$ cat src/rtl/bcd_pkg.sv
// Shared types and constants for the serial BCD adder and its display decode.
// Latency: n/a (declarations only).
// Backpressure: n/a (declarations only).
package bcd_pkg;

    // Controller states of the digit-serial adder
    typedef enum logic [1:0] {
        IDLE = 2'd0,
        ADD  = 2'd1,
        DONE = 2'd2
    } bcd_state_e;

    localparam int BCD_DIGIT_W = 4;
    localparam int SEG_W       = 7;

    // Active-low glyphs, bit 0 = segment a ... bit 6 = segment g
    localparam logic [SEG_W-1:0] SEG_0     = 7'b1000000;
    localparam logic [SEG_W-1:0] SEG_1     = 7'b1111001;
    localparam logic [SEG_W-1:0] SEG_2     = 7'b0100100;
    localparam logic [SEG_W-1:0] SEG_3     = 7'b0110000;
    localparam logic [SEG_W-1:0] SEG_4     = 7'b0011001;
    localparam logic [SEG_W-1:0] SEG_5     = 7'b0010010;
    localparam logic [SEG_W-1:0] SEG_6     = 7'b0000010;
    localparam logic [SEG_W-1:0] SEG_7     = 7'b1111000;
    localparam logic [SEG_W-1:0] SEG_8     = 7'b0000000;
    localparam logic [SEG_W-1:0] SEG_9     = 7'b0010000;
    localparam logic [SEG_W-1:0] SEG_BLANK = 7'b1111111;

endpackage

$ cat src/rtl/bcd_serial_adder_if.sv
// Operand/result bundle between the operand capture logic and the BCD adder.
// Latency: n/a (wires only); seg exists only when BCD_SEG_EN is defined.
// Backpressure: none; start is a request sampled only when the adder is not busy.
interface bcd_serial_adder_if #(
    parameter int DIGITS = 4
);
    import bcd_pkg::*;

    logic                                 start;
    logic [BCD_DIGIT_W*DIGITS-1:0]        a;
    logic [BCD_DIGIT_W*DIGITS-1:0]        b;
    logic                                 cin;
    logic                                 busy;
    logic                                 done;
    logic [BCD_DIGIT_W*(DIGITS+1)-1:0]    sum;
    logic                                 err;
`ifdef BCD_SEG_EN
    logic [SEG_W*(DIGITS+1)-1:0]          seg;

    modport master (output start, a, b, cin,
                    input  busy, done, sum, err, seg);
    modport slave  (input  start, a, b, cin,
                    output busy, done, sum, err, seg);
`else
    modport master (output start, a, b, cin,
                    input  busy, done, sum, err);
    modport slave  (input  start, a, b, cin,
                    output busy, done, sum, err);
`endif

endinterface

$ cat src/rtl/bcd_seg7_decoder.sv
// One BCD digit to one active-low seven-segment pattern; 10..15 blank the display.
// Latency: combinational.
// Backpressure: none.
module bcd_seg7_decoder
    import bcd_pkg::*;
(
    input  logic [BCD_DIGIT_W-1:0] digit_i,
    output logic [SEG_W-1:0]       seg_o
);

    // Glyph lookup; anything outside 0..9 turns every segment off
    always_comb begin
        seg_o = SEG_BLANK;
        case (digit_i)
            4'd0:    seg_o = SEG_0;
            4'd1:    seg_o = SEG_1;
            4'd2:    seg_o = SEG_2;
            4'd3:    seg_o = SEG_3;
            4'd4:    seg_o = SEG_4;
            4'd5:    seg_o = SEG_5;
            4'd6:    seg_o = SEG_6;
            4'd7:    seg_o = SEG_7;
            4'd8:    seg_o = SEG_8;
            4'd9:    seg_o = SEG_9;
            default: seg_o = SEG_BLANK;
        endcase
    end

endmodule

$ cat src/rtl/bcd_serial_adder.sv
// DIGITS-wide packed-BCD adder, one digit per clock LSD first, sticky invalid-digit flag; BCD_SEG_EN adds 7-seg decode.
// Latency: start sampled at edge k -> busy after k, done pulse and new sum/err after edge k+DIGITS.
// Backpressure: start is ignored while busy (not queued); one result per DIGITS+1 cycles.
module bcd_serial_adder
    import bcd_pkg::*;
#(
    parameter int DIGITS = 4
) (
    input  logic              Clock,
    input  logic              Resetn,
    bcd_serial_adder_if.slave bus
);

    localparam int OP_W  = BCD_DIGIT_W * DIGITS;
    localparam int SUM_W = BCD_DIGIT_W * (DIGITS + 1);
    localparam int IDX_W = 3;

    localparam logic [IDX_W-1:0] IDX_LAST = IDX_W'(DIGITS - 1);

    localparam logic [1:0] S_IDLE = 2'(IDLE);
    localparam logic [1:0] S_ADD  = 2'(ADD);
    localparam logic [1:0] S_DONE = 2'(DONE);

    logic [1:0]       state_q, state_d;
    logic [IDX_W-1:0] idx_q,   idx_d;
    logic [OP_W-1:0]  a_q,     a_d;
    logic [OP_W-1:0]  b_q,     b_d;
    logic             carry_q, carry_d;
    logic [OP_W-1:0]  res_q,   res_d;
    logic             inv_q,   inv_d;
    logic [SUM_W-1:0] sum_q,   sum_d;
    logic             err_q,   err_d;

    logic [BCD_DIGIT_W-1:0] a_dig;
    logic [BCD_DIGIT_W-1:0] b_dig;
    logic [4:0]             dig_raw;
    logic [BCD_DIGIT_W-1:0] dig_out;
    logic                   dig_carry;
    logic                   dig_bad;
    logic [OP_W-1:0]        res_upd;

    // Single-digit BCD add of the current slot, with decimal correction
    always_comb begin
        a_dig     = a_q[int'(idx_q)*BCD_DIGIT_W +: BCD_DIGIT_W];
        b_dig     = b_q[int'(idx_q)*BCD_DIGIT_W +: BCD_DIGIT_W];
        dig_raw   = {1'b0, a_dig} + {1'b0, b_dig} + {4'd0, carry_q};
        dig_bad   = (a_dig > 4'd9) || (b_dig > 4'd9);
        dig_out   = dig_raw[BCD_DIGIT_W-1:0];
        dig_carry = 1'b0;
        if (dig_raw > 5'd9) begin
            dig_out   = 4'(dig_raw + 5'd6);
            dig_carry = 1'b1;
        end
        res_upd = res_q;
        res_upd[int'(idx_q)*BCD_DIGIT_W +: BCD_DIGIT_W] = dig_out;
    end

    // Controller: latch operands on start, walk the digits, publish on the last one
    always_comb begin
        state_d = state_q;
        idx_d   = idx_q;
        a_d     = a_q;
        b_d     = b_q;
        carry_d = carry_q;
        res_d   = res_q;
        inv_d   = inv_q;
        sum_d   = sum_q;
        err_d   = err_q;
        case (state_q)
            S_IDLE, S_DONE: begin
                if (bus.start) begin
                    a_d     = bus.a;
                    b_d     = bus.b;
                    carry_d = bus.cin;
                    idx_d   = '0;
                    inv_d   = 1'b0;
                    res_d   = '0;
                    state_d = S_ADD;
                end else begin
                    state_d = S_IDLE;
                end
            end
            S_ADD: begin
                res_d   = res_upd;
                carry_d = dig_carry;
                inv_d   = inv_q | dig_bad;
                if (idx_q == IDX_LAST) begin
                    // Result registers load on the same edge that enters DONE
                    state_d = S_DONE;
                    idx_d   = '0;
                    if (inv_q | dig_bad) begin
                        sum_d = '0;
                        err_d = 1'b1;
                    end else begin
                        sum_d = {{(BCD_DIGIT_W-1){1'b0}}, dig_carry, res_upd};
                        err_d = 1'b0;
                    end
                end else begin
                    idx_d = idx_q + 3'd1;
                end
            end
            default: state_d = S_IDLE;
        endcase
    end

    // State and working registers; reset aborts any operation in flight
    always_ff @(posedge Clock or negedge Resetn) begin
        if (!Resetn) begin
            state_q <= S_IDLE;
            idx_q   <= '0;
            a_q     <= '0;
            b_q     <= '0;
            carry_q <= 1'b0;
            res_q   <= '0;
            inv_q   <= 1'b0;
            sum_q   <= '0;
            err_q   <= 1'b0;
        end else begin
            state_q <= state_d;
            idx_q   <= idx_d;
            a_q     <= a_d;
            b_q     <= b_d;
            carry_q <= carry_d;
            res_q   <= res_d;
            inv_q   <= inv_d;
            sum_q   <= sum_d;
            err_q   <= err_d;
        end
    end

    assign bus.busy = (state_q == S_ADD);
    assign bus.done = (state_q == S_DONE);
    assign bus.sum  = sum_q;
    assign bus.err  = err_q;

`ifdef BCD_SEG_EN
    logic [SEG_W*(DIGITS+1)-1:0] seg_w;

    // One decoder per result digit, fed straight from the registered sum
    for (genvar g = 0; g <= DIGITS; g++) begin : g_seg
        bcd_seg7_decoder u_dec (
            .digit_i (sum_q[g*BCD_DIGIT_W +: BCD_DIGIT_W]),
            .seg_o   (seg_w[g*SEG_W +: SEG_W])
        );
    end

    assign bus.seg = seg_w;
`endif

endmodule

$ cat src/flat_wrapper.sv
// flat-port wrapper written by rule: the top's interface ports become plain ports
module bcd_serial_adder_flat import bcd_pkg::*;
#(
    parameter int DIGITS = 4
)
  (Clock, Resetn, bus_start, bus_a, bus_b, bus_cin, bus_busy, bus_done, bus_sum, bus_err);
  bcd_serial_adder_if #(.DIGITS(DIGITS)) bus_i ();
  input  logic Clock;
  input  logic Resetn;
  input wire logic [$bits(bus_i.start)-1:0] bus_start;
  input wire logic [$bits(bus_i.a)-1:0] bus_a;
  input wire logic [$bits(bus_i.b)-1:0] bus_b;
  input wire logic [$bits(bus_i.cin)-1:0] bus_cin;
  output wire logic [$bits(bus_i.busy)-1:0] bus_busy;
  output wire logic [$bits(bus_i.done)-1:0] bus_done;
  output wire logic [$bits(bus_i.sum)-1:0] bus_sum;
  output wire logic [$bits(bus_i.err)-1:0] bus_err;
  assign bus_i.start = bus_start;
  assign bus_i.a = bus_a;
  assign bus_i.b = bus_b;
  assign bus_i.cin = bus_cin;
  assign bus_busy = bus_i.busy;
  assign bus_done = bus_i.done;
  assign bus_sum = bus_i.sum;
  assign bus_err = bus_i.err;
  bcd_serial_adder #(.DIGITS(DIGITS)) u_core (.Clock(Clock), .Resetn(Resetn), .bus(bus_i));
endmodule
$ cat config.mk
export PLATFORM = sky130hd
export DESIGN_NAME = bcd_serial_adder_flat
export DESIGN_NICKNAME = d
export VERILOG_FILES = /design/src/rtl/bcd_pkg.sv /design/src/rtl/bcd_serial_adder_if.sv /design/src/rtl/bcd_seg7_decoder.sv /design/src/rtl/bcd_serial_adder.sv /design/src/flat_wrapper.sv
export SDC_FILE = /design/constraint.sdc
export NUM_CORES = 1
export LEC_CHECK = 0
export ABC_AREA = 0
export BUFFER_PORTS_ARGS = -buffer_cell sky130_fd_sc_hd__clkbuf_2
export CORE_ASPECT_RATIO = 0.8
export CORE_MARGIN = 2
export CORE_UTILIZATION = 35
export DETAILED_ROUTE_END_ITERATION = 10
export PLACE_DENSITY_LB_ADDON = 0.12
export SYNTH_ARGS = -nofsm -noshare
export SYNTH_HDL_FRONTEND = slang
export SYNTH_SLANG_ARGS = --single-unit
$ cat constraint.sdc
create_clock -name Clock -period 5.6 [get_ports Clock]
set_input_delay 1.12 -clock Clock [delete_from_list [all_inputs] [get_ports Clock]]
set_output_delay 1.12 -clock Clock [all_outputs]
set_load 0.03 [all_outputs]
==> run_results.csv, run 1 <==
group,metric,value,unit
cts,cts_made_buffers,9,
drt,routed_wl,8.89,mm
grt,grt_use_met1,0.248,
grt,grt_pass1_vias,2868,
logic_synthesis,async_flop_share,1.00,
drt,wl_per_cell,15.6,um
logic_synthesis,ys.flop_type,"dfrtp_1",
final_layout,antenna_cells,0,
drt,dr.pass1.iters,4,
drt,detail-route-antenna-nets,0,
final_layout,layout_commonest_cell,"nand2_1",
cts,cts_buffer_depth,2,
die,row_count,33,
die,die-area,0.0112,sq mm
cts,cts_tree,"built",
drt,drt_iter0_drc,126,
die,start_util,0.356,
cts,post_cts.repair.setup_buffers,0,
drt,post_drt_via_cell_ratio,4.95,
sta,tns,0,ns
drt,via_count,2818,
cts,cts-root-buf,"clkbuf_16",
logic_synthesis,ys_types,53,
final_layout,areaGrowthSynthToFinish,19.7,%
sta,clock-skew-final,0.00677,ns
cts,cts_sinks,73,
sta,post-route-period-util,0.763,
hold_path,hp-class,"reg -> reg",
grt,grt_max_degree,40,
grt,overflow,0,
sta,max_freq,234,MHz
sta,drv_slew,0,
logic_synthesis,synth_area_per_cell,9.77,sq um
die,die_w,118,um
placement,detailed_place_hpwl,6.16,mm
sta,worst_pin_slew,1.13,ns
die,core,0.0102,sq mm
worst_setup_path,endpoint_kind,"flop",
grt,grtUsageMet3,0.0338,
worst_setup_path,crit_required,5.85,ns
logic_synthesis,synth_cells,370,
grt,busiest_layer,"met2",
logic_synthesis,seq_area_frac_synth,0.505,
grt,grt_pass1_wl,15.0,mm
sta,hold_viol_final,0,
final_layout,drive_above_1_share,0.200,
sta,setup_viol,0,
grt,antenna_found_initial,0,
sta,rsz0062_at_grt,"false",
die,io_pins,59,
cts,cts.clk_slew.worst_paths,0.06,ns
die,die_y,94.9,um
cts,post_cts_resized,0,
logic_synthesis,yosysWarnings,0,
placement,numPortBuffers,55,
worst_setup_path,crit_fanout,7,
grt,grt_util_all_layers,0.173,
worst_setup_path,critPathKind,"reg -> reg",
worst_setup_path,critPathLaunchType,"flop",
worst_setup_path,cp_data_arrival_time,4.53,ns
flow_run,cap_violations,0,
final_layout,final_nets,472,
drt,drc,0,
logic_synthesis,ys_ff_latch,73,
logic_synthesis,synth_area,0.00361,sq mm
cts,clk_latency,0.34,ns
worst_setup_path,r2r_slack,1.33,ns
logic_synthesis,synth_edf_count,0,
cts,cts-htree-levels,3,
cts,postCtsHoldBufs,0,
grt,grt_use_met2,0.264,
final_layout,fillCellCount,1049,
sta,min_period,4.27,ns
sta,slew_headroom,0.239,
placement,gp_congestion,0.791,
final_layout,final_cell_mix,"129 x nand2_1, 73 x dfrtp_1, 54 x clkbuf_2",
status,outcome,"finished clean",
[routing by layer]
metal | routed length [um] | share of wire
met4 | 120 | 0.013
met3 | 366 | 0.041
met1 | 4530 | 0.51
met5 | 0 | 0
met2 | 3870 | 0.44
[logic make-up (layout without fill, tap and decap cells)]
group           count (synthesis)  after routing  synth area share
fa+ha+maj                      12             12            0.0457
flops                          73             73             0.505
xor+xnor                        2              2           0.00692
simple gates                  164            164             0.188
mux                            15             15            0.0675
compound gates                 75             75             0.146
other cells                     1              3           0.00104
buf+inv                        28             85            0.0395
[cell type report]
class	count	area (sq um)	area share
clock inverters	2	60.1	0.0139
repair buffers	60	313	0.0723
multi-input cells	271	1660	0.382
flip-flops and latches	73	1830	0.422
well taps	140	175	0.0405
clock buffers	14	264	0.0610
inverters	9	33.8	0.00781
[per-stage QoR]
stage / area, sq um / worst slack [ns] / cells / utilization / hold slack, ns
2_1_floorplan: 3620 / 1.66 / 372 / - / 0.437
3_3_place_gp: 4000 / 1.56 / 553 / 0.394 / 0.458
3_5_place_dp: 4000 / 1.40 / 553 / 0.394 / 0.455
4_1_cts: 4330 / 1.39 / 569 / 0.426 / 0.468
5_1_grt: 4330 / 1.08 / 569 / 0.426 / 0.497
6_report: 4330 / 1.33 / 569 / 0.426 / 0.467
[final timing paths]
check	start	endpoint	cells past startpoint
worst max-delay path	u_core.idx_q[0]$_DFFE_PN0P_	u_core.bus.sum[2]$_DFFE_PN0P_	12
worst min-delay path	u_core.b_q[0]$_DFFE_PN0P_	u_core.b_q[0]$_DFFE_PN0P_	2
worst max register to register	u_core.idx_q[0]$_DFFE_PN0P_	u_core.bus.sum[2]$_DFFE_PN0P_	12
worst min register to register	u_core.b_q[0]$_DFFE_PN0P_	u_core.b_q[0]$_DFFE_PN0P_	2
max in group asynchronous	Resetn	u_core.bus.sum[14]$_DFFE_PN0P_	2
min in group asynchronous	Resetn	u_core.a_q[13]$_DFFE_PN0P_	1
[registers in the layout, indices dropped and copies added, names as in the netlist]
signal / count
u_core.a_q: 16
u_core.b_q: 16
u_core.bus.err: 1
u_core.bus.sum: 17
u_core.carry_q: 1
u_core.idx_q: 3
u_core.inv_q: 1
u_core.res_q: 16
u_core.state_q: 2
[cell usage after synthesis, drive strengths merged (2+ instances only)]
cell type | instances | area (sq um)
and2 | 7 | 46.3
nor2 | 9 | 33.8
inv | 9 | 33.8
a21o | 2 | 15.0
fa | 2 | 40.0
ha | 10 | 125
mux4 | 6 | 150
and3 | 2 | 12.5
buf | 8 | 57.6
a22o | 13 | 115
clkbuf | 11 | 51.3
nand2 | 129 | 484
nand4 | 2 | 12.5
a21oi | 8 | 43.8
o22ai | 2 | 12.5
nor3 | 2 | 10.0
nor2b | 2 | 12.5
dfrtp | 73 | 1830
a31oi | 3 | 18.8
nand2b | 3 | 18.8
o21ai | 20 | 104
o31ai | 6 | 50.1
o211ai | 2 | 15.0
a22oi | 13 | 103
mux2i | 9 | 93.8
or2 | 2 | 12.5
nand3 | 3 | 15.0
[critical path: stages, from the launching register on]
cell and delay, ns:
dfrtp_1 0.53, mux4_1 0.61, and2_1 0.19, fa_1 0.43, fa_1 0.46, xor2_1 0.28
inv_1 0.11, ha_1 0.25, o2bb2ai_1 0.19, o31ai_2 0.37, mux2i_2 0.49, a21oi_1 0.12
o21ai_0 0.16
Power of run 1 is left out: the tool's default activity adds up to more than one toggle a clock period on the data nets, which glitch-free logic cannot reach.
==> inputs of run 2 (changes only) <==
Clock period 5.6 ns to 4.48 ns, I/O delays scaled along.
==> run 2 against run 1 <==
Clock-buffer cell count fell by 4; die area did not move; register-to-register slack got worse by 0.98 ns; wire length rose by 0.67%; worst hold slack improved by 0.0035 ns; highest routed layer unchanged.
==> run_results.csv, run 2 (synthesis gave the netlist of run 1 again) <==
group,metric,value,unit
status,outcome,"finished clean",
worst_setup_path,crit_buf_inv,1,
cts,cts_made_buffers,9,
sta,setup_viol,0,
sta,min_period,4.14,ns
worst_setup_path,r2r-start,"u_core.idx_q[0]$_DFFE_PN0P_",
placement,gp_congestion,0.880,
final_layout,antenna_cells,0,
cts,post_cts.repair.setup_buffers,0,
cts,cts.clk_slew.worst_paths,0.06,ns
drt,wl_met3,337,um
worst_setup_path,critPathKind,"reg -> reg",
die,io_pins,59,
final_layout,instances_no_fill,570,
grt,overflow,0,
drt,drt_iter0_drc,153,
sta,slew_headroom,0.479,
sta,holdWs,0.470,ns
grt,grt_util_all_layers,0.173,
sta,tns,0,ns
die,core,0.0102,sq mm
grt,grt_max_degree,43,
final_layout,drive_above_1_share,0.209,
grt,grt_pass1_vias,2880,
drt,dr.pass1.iters,4,
worst_setup_path,critPathLaunchType,"flop",
sta,hold_viol_final,0,
cts,cts_sinks,73,
hold_path,hp-class,"reg -> reg",
die,start_util,0.356,
worst_setup_path,crit_start,"u_core.idx_q[0]$_DFFE_PN0P_",
worst_setup_path,endpoint_kind,"flop",
final_layout,areaGrowthSynthToFinish,19.7,%
die,die_w,118,um
sta,max_freq,242,MHz
sta,worst_pin_slew,0.778,ns
cts,cts_buffer_depth,2,
die,die_y,94.9,um
cts,cts-root-buf,"clkbuf_16",
sta,rsz0062_at_grt,"false",
drt,via_count,2893,
drt,detail-route-antenna-nets,0,
worst_setup_path,cp_slowest_cell,"mux4_1",
placement,detailed_place_hpwl,6.27,mm
drt,highest_layer,"met4",
drt,routed_wl,8.95,mm
worst_setup_path,crit_required,4.73,ns
worst_setup_path,cp_data_arrival_time,4.38,ns
sta,post-route-period-util,0.924,
cts,cts-htree-levels,3,
placement,numPortBuffers,55,
sta,drv_slew,0,
final_layout,largest_register_ffs,17,
worst_setup_path,cp_slowest_stage_delay,0.59,ns
placement,post_dp_cell_area,0.00403,sq mm
final_layout,layout_commonest_cell,"nand2_1",
worst_setup_path,path_cells,"mux4_1 > and2_1 > fa_1 > fa_1 > xor2_1 > inv_1 > ha_1 > o2bb2ai_1 > o31ai_4 > mux2i_4 > a22oi_1 > o21ai_1",
drt,post_drt_via_cell_ratio,5.08,
final_layout,final_cell_mix,"129 x nand2_1, 73 x dfrtp_1, 54 x clkbuf_2",
drt,wl_met2,3.87,mm
final_layout,final_nets,475,
grt,antenna_found_initial,0,
cts,clk_latency,0.34,ns
worst_setup_path,cpLargestDelayFamily,"adder cells",
cts,cts_tree,"built",
placement,dp_cells,556,
final_layout,design_area,0.00433,sq mm
drt,wl_met1,4.59,mm
die,row_count,33,
sta,clock-skew-final,0.00700,ns
drt,drc,0,
drt,wl_per_cell,15.7,um
die,die-area,0.0112,sq mm
hold_path,min_from,"u_core.b_q[11]$_DFFE_PN0P_",
worst_setup_path,crit_fanout,7,
grt,grt_pass1_wl,14.9,mm
worst_setup_path,cp_common_cell,"fa_1",
flow_run,cap_violations,0,
run 2: per-stage QoR:
step / worst slack [ns] / util
after global routing: 0.104 / 0.426
after CTS: 0.256 / 0.424
after detailed placement: 0.294 / 0.396
after global placement: 0.402 / 0.396
final: 0.343 / 0.426
after floorplan: 0.538 / -
run 2: final timing paths:
kind,endpoint,slack (ns),cells after the start
max,u_core.bus.sum[14]$_DFFE_PN0P_,0.34,12
min,u_core.b_q[11]$_DFFE_PN0P_,0.47,2
max reg2reg,u_core.bus.sum[14]$_DFFE_PN0P_,0.34,12
min reg2reg,u_core.b_q[11]$_DFFE_PN0P_,0.47,2
max in group asynchronous,u_core.res_q[11]$_DFFE_PN0P_,2.83,2
min in group asynchronous,u_core.a_q[3]$_DFFE_PN0P_,0.61,1
run 2: timing repair:
action	4_1_cts	5_1_grt
hold buffers	0	0
gates resized for setup	0	2
setup endpoints to repair	0	1
endpoints found under the hold margin	0	0
run 2: layout make-up:
class | count | area, sq um
multi-input combinational | 271 | 1670
clock inverter | 4 | 45.0
timing repair buffer | 63 | 335
clock buffer | 10 | 239
inverter | 9 | 33.8
sequential | 73 | 1830
fill | 1022 | 5830
tap | 140 | 175
run 2: tightest hold or removal path, stage by stage (launching register included):
cell and delay (ns):
dfrtp_1 0.34, nand2_1 0.05, nand2_1 0.05
run 2: layer usage:
metal	vias to the layer above	track usage
met5	-	0
met4	0	0.0643
met3	12	0.0441
met2	61	0.254
met1	1437	0.247
li1	1383	-
Power of run 2 is left out for the same reason.
==> inputs of run 3 (changes only) <==
--- a/config.mk
+++ b/config.mk
@@ -8,9 +8,10 @@
 export ABC_AREA = 0
 export BUFFER_PORTS_ARGS = -buffer_cell sky130_fd_sc_hd__clkbuf_2
+export CAP_MARGIN = 15
 export CORE_ASPECT_RATIO = 0.8
 export CORE_MARGIN = 2
 export CORE_UTILIZATION = 35
 export DETAILED_ROUTE_END_ITERATION = 10
-export PLACE_DENSITY_LB_ADDON = 0.12
+export PLACE_DENSITY = 0.54
 export SYNTH_ARGS = -nofsm -noshare
 export SYNTH_HDL_FRONTEND = slang
==> constraint.sdc (replaced) <==
create_clock -name Clock -period 4.48 [get_ports Clock]
set_input_delay 0.896 -clock Clock [delete_from_list [all_inputs] [get_ports Clock]]
set_output_delay 0.896 -clock Clock [all_outputs]
set_load 0.005 [all_outputs]
==> run 3 against run 2 <==
Global-route usage fell by 0.78 points; setup slack got worse by 0.096 ns; flip-flop and latch count unchanged; fmax decreased by 2.3%; first-iteration DRC count is 0.65% higher; non-clock buffer count decreased by 2; clock skew rose by 0.0024 ns; sequential share of layout area increased by 0.31 points; cell area decreased by 0.72%; critical path type unchanged; die area unchanged; worst hold slack got worse by 0.00056 ns; final cell count shrank 0.35%.
==> run_results.csv, run 3 (synthesis gave the netlist of run 1 again) <==
group,metric,value,unit
final_layout,largest_register_ffs,17,
hold_path,hp-class,"reg -> reg",
worst_setup_path,reg2reg_depth,12,
drt,wl_per_cell,15.2,um
worst_setup_path,cp_common_cell,"fa_1",
sta,tns,0,ns
placement,detailed_place_hpwl,6.12,mm
grt,grt_util_all_layers,0.165,
placement,numPortBuffers,55,
grt,grt_max_degree,42,
hold_path,holdPathEnd,"u_core.b_q[4]$_DFFE_PN0P_",
drt,drc,0,
final_layout,fillCellCount,1038,
sta,fin_ws,0.247,ns
hold_path,min_from,"u_core.b_q[4]$_DFFE_PN0P_",
worst_setup_path,reg2reg_to,"u_core.bus.sum[14]$_DFFE_PN0P_",
final_layout,drive_above_1_share,0.203,
final_layout,antenna_cells,0,
final_layout,regArea,0.00183,sq mm
sta,holdWs,0.469,ns
die,die_y,94.9,um
grt,grt_pass1_vias,2871,
flow_run,cap_violations,0,
cts,cts-root-buf,"clkbuf_16",
sta,max_freq,236,MHz
cts,cts_sinks,73,
status,outcome,"finished clean",
sta,setup_viol,0,
sta,slew_headroom,0.292,
final_layout,layout_commonest_cell,"nand2_1",
cts,post_cts.repair.setup_buffers,0,
drt,dr.pass1.iters,7,
worst_setup_path,r2r_slack,0.25,ns
die,start_util,0.356,
drt,routed_wl,8.64,mm
grt,overflow,0,
die,row_count,33,
drt,post_drt_via_cell_ratio,4.94,
drt,detail-route-antenna-nets,0,
worst_setup_path,endpoint_kind,"flop",
drt,via_count,2805,
worst_setup_path,crit_required,4.72,ns
cts,cts.clk_slew.worst_paths,0.05,ns
die,die-area,0.0112,sq mm
worst_setup_path,cp_slowest_stage_delay,0.58,ns
worst_setup_path,crit_buf_inv,1,
sta,drv_slew,0,
die,die_w,118,um
worst_setup_path,cpLargestDelayFamily,"adder cells",
final_layout,final_nets,473,
cts,cts-htree-levels,3,
worst_setup_path,r2r-start,"u_core.idx_q[0]$_DFFE_PN0P_",
cts,postCtsHoldBufs,0,
grt,grt_pass1_wl,14.5,mm
sta,post-route-period-util,0.945,
worst_setup_path,critPathLaunchType,"flop",
cts,cts_made_buffers,9,
final_layout,areaGrowthSynthToFinish,18.9,%
sta,worst_pin_slew,1.05,ns
sta,min_period,4.23,ns
sta,rsz0062_at_grt,"false",
grt,antenna_found_initial,0,
cts,clk_latency,0.33,ns
die,io_pins,59,
die,core,0.0102,sq mm
final_layout,multi_input_area,0.00166,sq mm
worst_setup_path,cp_slowest_cell,"mux4_1",
placement,dp_worst_setup_slack,0.248,ns
placement,gp_congestion,0.899,
final_layout,final_cell_mix,"129 x nand2_1, 73 x dfrtp_1, 54 x clkbuf_2",
sta,clock-skew-final,0.00937,ns
cts,cts_buffer_depth,2,
hold_path,holdPathStages,2,
cts,post_cts_resized,0,
worst_setup_path,cp_data_arrival_time,4.47,ns
worst_setup_path,crit_fanout,7,
drt,drt_iter0_drc,154,
sta,hold_viol_final,0,
worst_setup_path,path_cells,"mux4_1 > and2_1 > fa_1 > fa_1 > xor2_1 > inv_1 > ha_1 > o2bb2ai_1 > o31ai_2 > mux2i_2 > a22oi_1 > o21ai_1",
worst_setup_path,critPathKind,"reg -> reg",
cts,cts_tree,"built",
## run 3: layout make-up
cell class | count | share of cell area
flip-flops and latches | 73 | 0.425
clock buffers | 11 | 0.0565
well taps | 140 | 0.0408
multi-input cells | 271 | 0.385
repair buffers | 61 | 0.0745
clock inverters | 3 | 0.00990
inverters | 9 | 0.00786
## run 3: worst max-delay path by stage
stage | from | cells past startpoint | slack (ns) | end
finish | u_core.idx_q[0]$_DFFE_PN0P_ | 12 | 0.25 | u_core.bus.sum[14]$_DFFE_PN0P_
CTS | u_core.idx_q[0]$_DFFE_PN0P_ | 12 | 0.24 | u_core.bus.sum[14]$_DFFE_PN0P_
global route | u_core.idx_q[0]$_DFFE_PN0P_ | 12 | 0.02 | u_core.bus.sum[6]$_DFFE_PN0P_
floorplan | u_core.idx_q[0]$_DFFE_PN0P_ | 14 | 0.54 | u_core.bus.sum[2]$_DFFE_PN0P_
global placement | u_core.idx_q[0]$_DFFE_PN0P_ | 12 | 0.46 | u_core.bus.sum[14]$_DFFE_PN0P_
detailed placement | u_core.idx_q[0]$_DFFE_PN0P_ | 12 | 0.25 | u_core.bus.sum[14]$_DFFE_PN0P_
## run 3: worst min-delay path, stage by stage (launching register included)
cell,delay (ns)
dfrtp_1,0.33
nand2_1,0.05
nand2_1,0.06
## run 3: metrics by stage
stage | cell area, sq um | cells | utilization
2_1_floorplan | 3620 | 372 | -
3_3_place_gp | 4010 | 554 | 0.395
3_5_place_dp | 4010 | 554 | 0.395
4_1_cts | 4300 | 568 | 0.423
5_1_grt | 4300 | 568 | 0.423
6_report | 4300 | 568 | 0.423
## run 3: per-layer routing
| metal | share of wire | track usage | vias to the layer above |
|---|---|---|---|
| met1 | 0.50 | 0.233 | 1366 |
| met2 | 0.45 | 0.252 | 56 |
| met3 | 0.039 | 0.0399 | 8 |
| met5 | 0 | 0 | - |
| li1 | - | - | 1375 |
| met4 | 0.013 | 0.0502 | 0 |
Power of run 3 is left out for the same reason.
